**src/rtl/clock_pkg.sv**
```systemverilog
// clock_pkg: digit indices, digit limits and BCD helpers
// shared by the LED clock back end.
package clock_pkg;

  localparam logic [2:0] DIG_S1  = 3'd0;
  localparam logic [2:0] DIG_S10 = 3'd1;
  localparam logic [2:0] DIG_M1  = 3'd2;
  localparam logic [2:0] DIG_M10 = 3'd3;
  localparam logic [2:0] DIG_H1  = 3'd4;
  localparam logic [2:0] DIG_H10 = 3'd5;

  localparam logic [3:0] LIM_ONES  = 4'd9;
  localparam logic [3:0] LIM_TENS  = 4'd5;
  localparam logic [3:0] LIM_H10   = 4'd2;
  localparam logic [3:0] LIM_H1_20 = 4'd3;

  // active-low {g,f,e,d,c,b,a}; non-BCD codes blank
  function automatic logic [6:0] seg7(input logic [3:0] d);
    case (d)
      4'd0:    return 7'h40;
      4'd1:    return 7'h79;
      4'd2:    return 7'h24;
      4'd3:    return 7'h30;
      4'd4:    return 7'h19;
      4'd5:    return 7'h12;
      4'd6:    return 7'h02;
      4'd7:    return 7'h78;
      4'd8:    return 7'h00;
      4'd9:    return 7'h10;
      default: return 7'h7F;
    endcase
  endfunction

  // bit 4 is the carry out
  function automatic logic [4:0] dinc(
    input logic [3:0] d,
    input logic [3:0] lim
  );
    return (d >= lim) ? 5'b1_0000 : {1'b0, d + 4'd1};
  endfunction

  function automatic logic [23:0] bcd_inc(input logic [23:0] t);
    logic [23:0] n;
    logic [4:0]  r;
    logic        c;
    n = t;
    c = 1'b1;
    for (int i = 0; i < 4; i++) begin
      if (c) begin
        r = dinc(n[i*4 +: 4], (i % 2 == 1) ? LIM_TENS : LIM_ONES);
        n[i*4 +: 4] = r[3:0];
        c = r[4];
      end
    end
    if (c) begin
      if (n[23:16] == 8'h23) begin
        n[23:16] = 8'h00;
      end else begin
        r = dinc(n[19:16], LIM_ONES);
        n[19:16] = r[3:0];
        if (r[4]) n[23:20] = n[23:20] + 4'd1;
      end
    end
    return n;
  endfunction

endpackage

```
**src/rtl/seg7_scan.sv**
```systemverilog
// seg7_scan: six-digit multiplexer with registered
// anode, segment and decimal-point outputs.
module seg7_scan
  import clock_pkg::*;
#(
  parameter int SCAN_DIV = 100_000
) (
  input  logic        clk,
  input  logic        rst,
  input  logic [23:0] digits,
  input  logic        set_mode,
  input  logic [2:0]  cursor,
  output logic [7:0]  an,
  output logic [6:0]  seg,
  output logic        dp
);

  localparam int CW = (SCAN_DIV > 1) ? $clog2(SCAN_DIV) : 1;
  localparam logic [CW-1:0] CNT_TC = CW'(SCAN_DIV - 1);

  logic [CW-1:0] cnt;
  logic [2:0]    idx;
  logic [3:0]    cur;

  always_comb begin
    cur = 4'd0;
    for (int i = 0; i < 6; i++) begin
      if (idx == 3'(i)) cur = digits[i*4 +: 4];
    end
  end

  // an/seg/dp load together so digits never mix
  always_ff @(posedge clk or posedge rst) begin
    if (rst) begin
      cnt <= '0;
      idx <= 3'd0;
      an  <= 8'hFF;
      seg <= 7'h7F;
      dp  <= 1'b1;
    end else begin
      if (cnt == CNT_TC) begin
        cnt <= '0;
        idx <= (idx == DIG_H10) ? 3'd0 : idx + 3'd1;
      end else begin
        cnt <= cnt + CW'(1);
      end
      an  <= ~(8'h01 << idx);
      seg <= seg7(cur);
      dp  <= !((idx == DIG_M1) || (idx == DIG_H1) ||
               (set_mode && idx == cursor));
    end
  end

endmodule

```
**src/rtl/clock_core.sv**
```systemverilog
// clock_core: BCD hh:mm:ss timekeeping with validated
// digit loads, driving the seg7_scan display.
module clock_core
  import clock_pkg::*;
#(
  parameter int CLK_HZ   = 100_000_000,
  parameter int SCAN_DIV = 100_000
) (
  input  logic        clk,
  input  logic        rst,
  input  logic        set_mode,
  input  logic        load,
  input  logic [2:0]  load_sel,
  input  logic [3:0]  load_val,
  output logic [23:0] time_bcd,
  output logic        sec_tick,
  output logic        load_err,
  output logic [7:0]  an,
  output logic [6:0]  seg,
  output logic        dp
);

  localparam int PW = (CLK_HZ > 1) ? $clog2(CLK_HZ) : 1;
  localparam logic [PW-1:0] PRE_TC = PW'(CLK_HZ - 1);

  logic [PW-1:0] presc;
  logic          ld_ok;
  logic [23:0]   ld_time;

  always_comb begin
    ld_ok   = 1'b0;
    ld_time = time_bcd;
    case (load_sel)
      DIG_S1, DIG_M1:   ld_ok = load_val <= LIM_ONES;
      DIG_S10, DIG_M10: ld_ok = load_val <= LIM_TENS;
      DIG_H1: ld_ok = load_val <= ((time_bcd[23:20] == 4'd2) ?
                                   LIM_H1_20 : LIM_ONES);
      DIG_H10:          ld_ok = load_val <= LIM_H10;
      default:          ld_ok = 1'b0;
    endcase
    for (int i = 0; i < 6; i++) begin
      if (load_sel == 3'(i)) ld_time[i*4 +: 4] = load_val;
    end
    // 2x hours must stay within 23
    if (load_sel == DIG_H10 && load_val == 4'd2 &&
        time_bcd[19:16] > LIM_H1_20)
      ld_time[19:16] = 4'd0;
  end

  always_ff @(posedge clk or posedge rst) begin
    if (rst) begin
      presc    <= '0;
      time_bcd <= 24'h0;
      sec_tick <= 1'b0;
      load_err <= 1'b0;
    end else begin
      sec_tick <= 1'b0;
      load_err <= 1'b0;
      if (set_mode) begin
        presc <= '0;
        if (load) begin
          if (ld_ok) time_bcd <= ld_time;
          else       load_err <= 1'b1;
        end
      end else if (presc == PRE_TC) begin
        presc    <= '0;
        time_bcd <= bcd_inc(time_bcd);
        sec_tick <= 1'b1;
      end else begin
        presc <= presc + PW'(1);
      end
    end
  end

  seg7_scan #(
    .SCAN_DIV (SCAN_DIV)
  ) u_scan (
    .clk      (clk),
    .rst      (rst),
    .digits   (time_bcd),
    .set_mode (set_mode),
    .cursor   (load_sel),
    .an       (an),
    .seg      (seg),
    .dp       (dp)
  );

endmodule

```
**config.mk**
```make
export PLATFORM = sky130hd
export DESIGN_NAME = clock_core
export DESIGN_NICKNAME = d
export VERILOG_FILES = /design/src/rtl/clock_pkg.sv /design/src/rtl/seg7_scan.sv /design/src/rtl/clock_core.sv
export SDC_FILE = /design/constraint.sdc
export NUM_CORES = 1
export LEC_CHECK = 0
export ABC_AREA = 1
export BUFFER_PORTS_ARGS = -buffer_cell sky130_fd_sc_hd__buf_2
export CORE_ASPECT_RATIO = 0.75
export CORE_MARGIN = 2
export CORE_UTILIZATION = 45
export DETAILED_ROUTE_END_ITERATION = 10
export PLACE_DENSITY = 0.64
export REMOVE_ABC_BUFFERS = 1
export SETUP_SLACK_MARGIN = 0.4
export SLEW_MARGIN = 20
export SYNTH_ARGS = -nofsm -noshare
export SYNTH_HDL_FRONTEND = slang
export SYNTH_SLANG_ARGS = --single-unit
```
**constraint.sdc**
```tcl
create_clock -name clk -period 3.1 [get_ports clk]
set_input_delay 0.465 -clock clk [delete_from_list [all_inputs] [get_ports clk]]
set_output_delay 0.465 -clock clk [all_outputs]
set_load 0.1 [all_outputs]
```
==> flow_summary.ini <==
[route]
drt_pass1_iterations = 5
drtAntennaViolNets = 0
drc = 0
vias = 5138
routed_wirelength_um = 14100
drt-vias-per-instance = 5.27
detail_route.iter0.violations = 363
route.detailed.wl_per_inst_um = 14.5

[setup_path]
cp_cell_sequence = inv_1 > ha_1 > nand3_1 > inv_1 > ha_1 > o21ai_0 > nand2_1 > nand3_1 > nand2_1 > nand3_2 > nand2_1 > inv_2 > nand2_1 > nand2_1 > nand2_1
cp.arrival_ns = 2.74
critPathBufInv = 3
critical_path.most_common_cell = sky130_fd_sc_hd__nand2_1
setup.worst_path.end_class = flop
cp.required_ns = 3.38
timing_worst_setup_path_type = flop to flop
worstSetupStartpointType = flop
cpLargestDelayFamily = simple AND/OR/NAND/NOR gates
critical-path-slowest-cell = sky130_fd_sc_hd__dfrtp_1
critical_path_peak_fanout = 18
max_stage_delay_ns = 0.44

[floorplan]
initial_core_util = 0.460
num_rows = 35
coreArea_um2 = 12300
floorplan.die.width_um = 133
die_area_um2 = 13400
pin_count = 53
die_h_um = 101

[synth]
synth_register_bits = 89
yosys.cell_types.count = 43
postSynth.asyncResetShare = 1.00
synthTopCellsByArea = sky130_fd_sc_hd__dfrtp_1 32%, sky130_fd_sc_hd__nand2_1 13%, sky130_fd_sc_hd__dfstp_2 7.5%
synthesis.area_per_instance_um2 = 7.49
dominantRegCellSynth = sky130_fd_sc_hd__dfrtp_1
synth_enable_flop_cells = 0
synth-warning-count = 0
yosys-top-cells-count = 190 x sky130_fd_sc_hd__nand2_1, 93 x sky130_fd_sc_hd__inv_1, 73 x sky130_fd_sc_hd__dfrtp_1
yosysMostFrequentCell = sky130_fd_sc_hd__nand2_1
synth_top_area_cell = sky130_fd_sc_hd__dfrtp_1
ys_seq_area_frac = 0.399
syn_inst = 753
mappedNetlistArea_um2 = 5640
synth_top_area_frac = 0.324

[hold_path]
worstHoldPathType = input port to asynchronous set/reset pin

[sta]
holdWs_ns = 0.295
timing.final.hold_violations = 0
finalWorstPathRequiredPeriod_ns = 2.46
fin_setup_tns_ns = 0
setup_viol = 0
maxSlewViolCount = 0
slew_headroom = 0.391
final.setup_skew_ns = 0.0103
grt_setup_unrepaired = no
fmaxAchievable_mhz = 407
min_period_over_period = 0.792
tightest_slew_ns = 0.913
timing.final.ws_setup_ns = 0.644

[clock_network]
cts.sink_count = 89
cts.repair_timing.setup_buffer_count = 0
cts_buffer_depth = 2
cts_tree = built
cts_hold_buffers = 0
tritoncts.num_buffers = 9
clock_latency_ns = 0.34
worst_setup_hold_path_clk_slew_ns = 0.06
post_cts.resized_instances = 0
clock-root-buffer = sky130_fd_sc_hd__clkbuf_16
h-tree-depth = 3

[status]
outcome = finished clean

[layout]
fin_cells = 975
final_layout_size_suffix_gt1_frac = 0.152
num-fill-cells = 1240
final_nets = 843
area.sequential_um2 = 2250
flow.area_growth_from_synthesis_pct = 12.3
num_antenna_cells = 0
multi_input_comb_area_um2 = 2920

[global_routing]
first_global_vias = 4692
globalRouteTotalUtil = 0.220
grt_overflow_total = 0
number_of_antenna_violations_at_the_first_check_in_global_routing = 0
grt_first_pass_wirelength_um = 23500
grt_start_max_net_pins = 54

[job]
timing.max_cap.violations = 0

[placed_design]
hpwl_um = 10800
post-place-cells = 959
finalWeightedCongestion = 0.967
place.port_buffers = 52
dpl_worst_slack_ns = 0.672

[pwr]
power.density_nw_per_um2 = 651
ir_worst_vdd_uv = 653
power_leakage_nw = 3.16
[metrics by stage]
step / total power (W) / utilization / cell area, um2
3_5_place_dp: 0.00311 / 0.493 / 6050
4_1_cts: 0.00415 / 0.516 / 6330
2_1_floorplan: 0.00279 / - / 5550
6_report: 0.00412 / 0.516 / 6330
3_3_place_gp: 0.00309 / 0.493 / 6050
5_1_grt: 0.00433 / 0.516 / 6330
[final cells by class]
type	instances	share of cell area
clock buffer	10	0.0378
clock inverter	6	0.00593
inverter	102	0.0611
multi-input combinational	548	0.462
sequential	89	0.355
tap	166	0.0328
timing repair buffer	54	0.0455
[final timing paths]
kind                                  end  depth (start not counted)  slack (ns)      startpoint
max                          time_bcd[16]                         15        0.64    time_bcd[20]
min in group clk                 load_err                          3        0.38            load
min                             presc[18]                          2        0.30             rst
max in group asynchronous    u_scan.an[5]                          3        2.06             rst
max reg2reg                  time_bcd[16]                         15        0.64    time_bcd[20]
min reg2reg                u_scan.cnt[16]                          1        0.44  u_scan.cnt[16]
[per-layer routing]
| metal | GRT usage | up-vias | wire length, um |
|---|---|---|---|
| met5 | 0 | - | 0 |
| met4 | 0.0565 | 0 | 188 |
| met3 | 0.0583 | 18 | 1120 |
| li1 | - | 2573 | - |
| met2 | 0.313 | 172 | 5760 |
| met1 | 0.330 | 2375 | 7070 |
[where the power goes]
group          switching [W]  leakage [nW]  internal, W
clock               0.000462         0.144     0.000567
combinational        0.00132          1.86     0.000298
sequential          0.000169          1.15      0.00131
total                0.00195          3.16      0.00217
[registers in the layout, indices dropped and copies added (netlist names)]
name and flops:
u_scan.idx 3, sec_tick 1, u_scan.an 8, u_scan.seg 7, presc 27, time_bcd 24, load_err 1, u_scan.dp 1
u_scan.cnt 17
[layout by cell type (no fill, tap or decap), drive strengths merged, types with 3 or more instances in the layout]
master,netlist,routed
nand3,71,71
nand4,34,34
o21a,3,3
nand3b,3,3
xor2,15,15
clkinv,0,3
nor2,71,71
a21oi,30,30
buf,12,54
ha,28,28
dfstp,16,16
nand2,196,196
inv,102,105
dfrtp,73,73
o21ai,41,41
clkbuf,2,10
nor4,10,10
nor3,25,25
xnor2,8,8
[logic make-up (layout without fill, tap and decap cells)]
group | Yosys count | in the layout | share of synthesized area
and+or+nand+nor | 414 | 414 | 0.341
buffers and inverters | 116 | 172 | 0.0830
adders and majority gates | 28 | 28 | 0.0622
AOI/OAI and AO/OA | 83 | 83 | 0.0799
DFF | 89 | 89 | 0.399
xor gates and xnor gates | 23 | 23 | 0.0357
(Power assumes the default switching activity.)
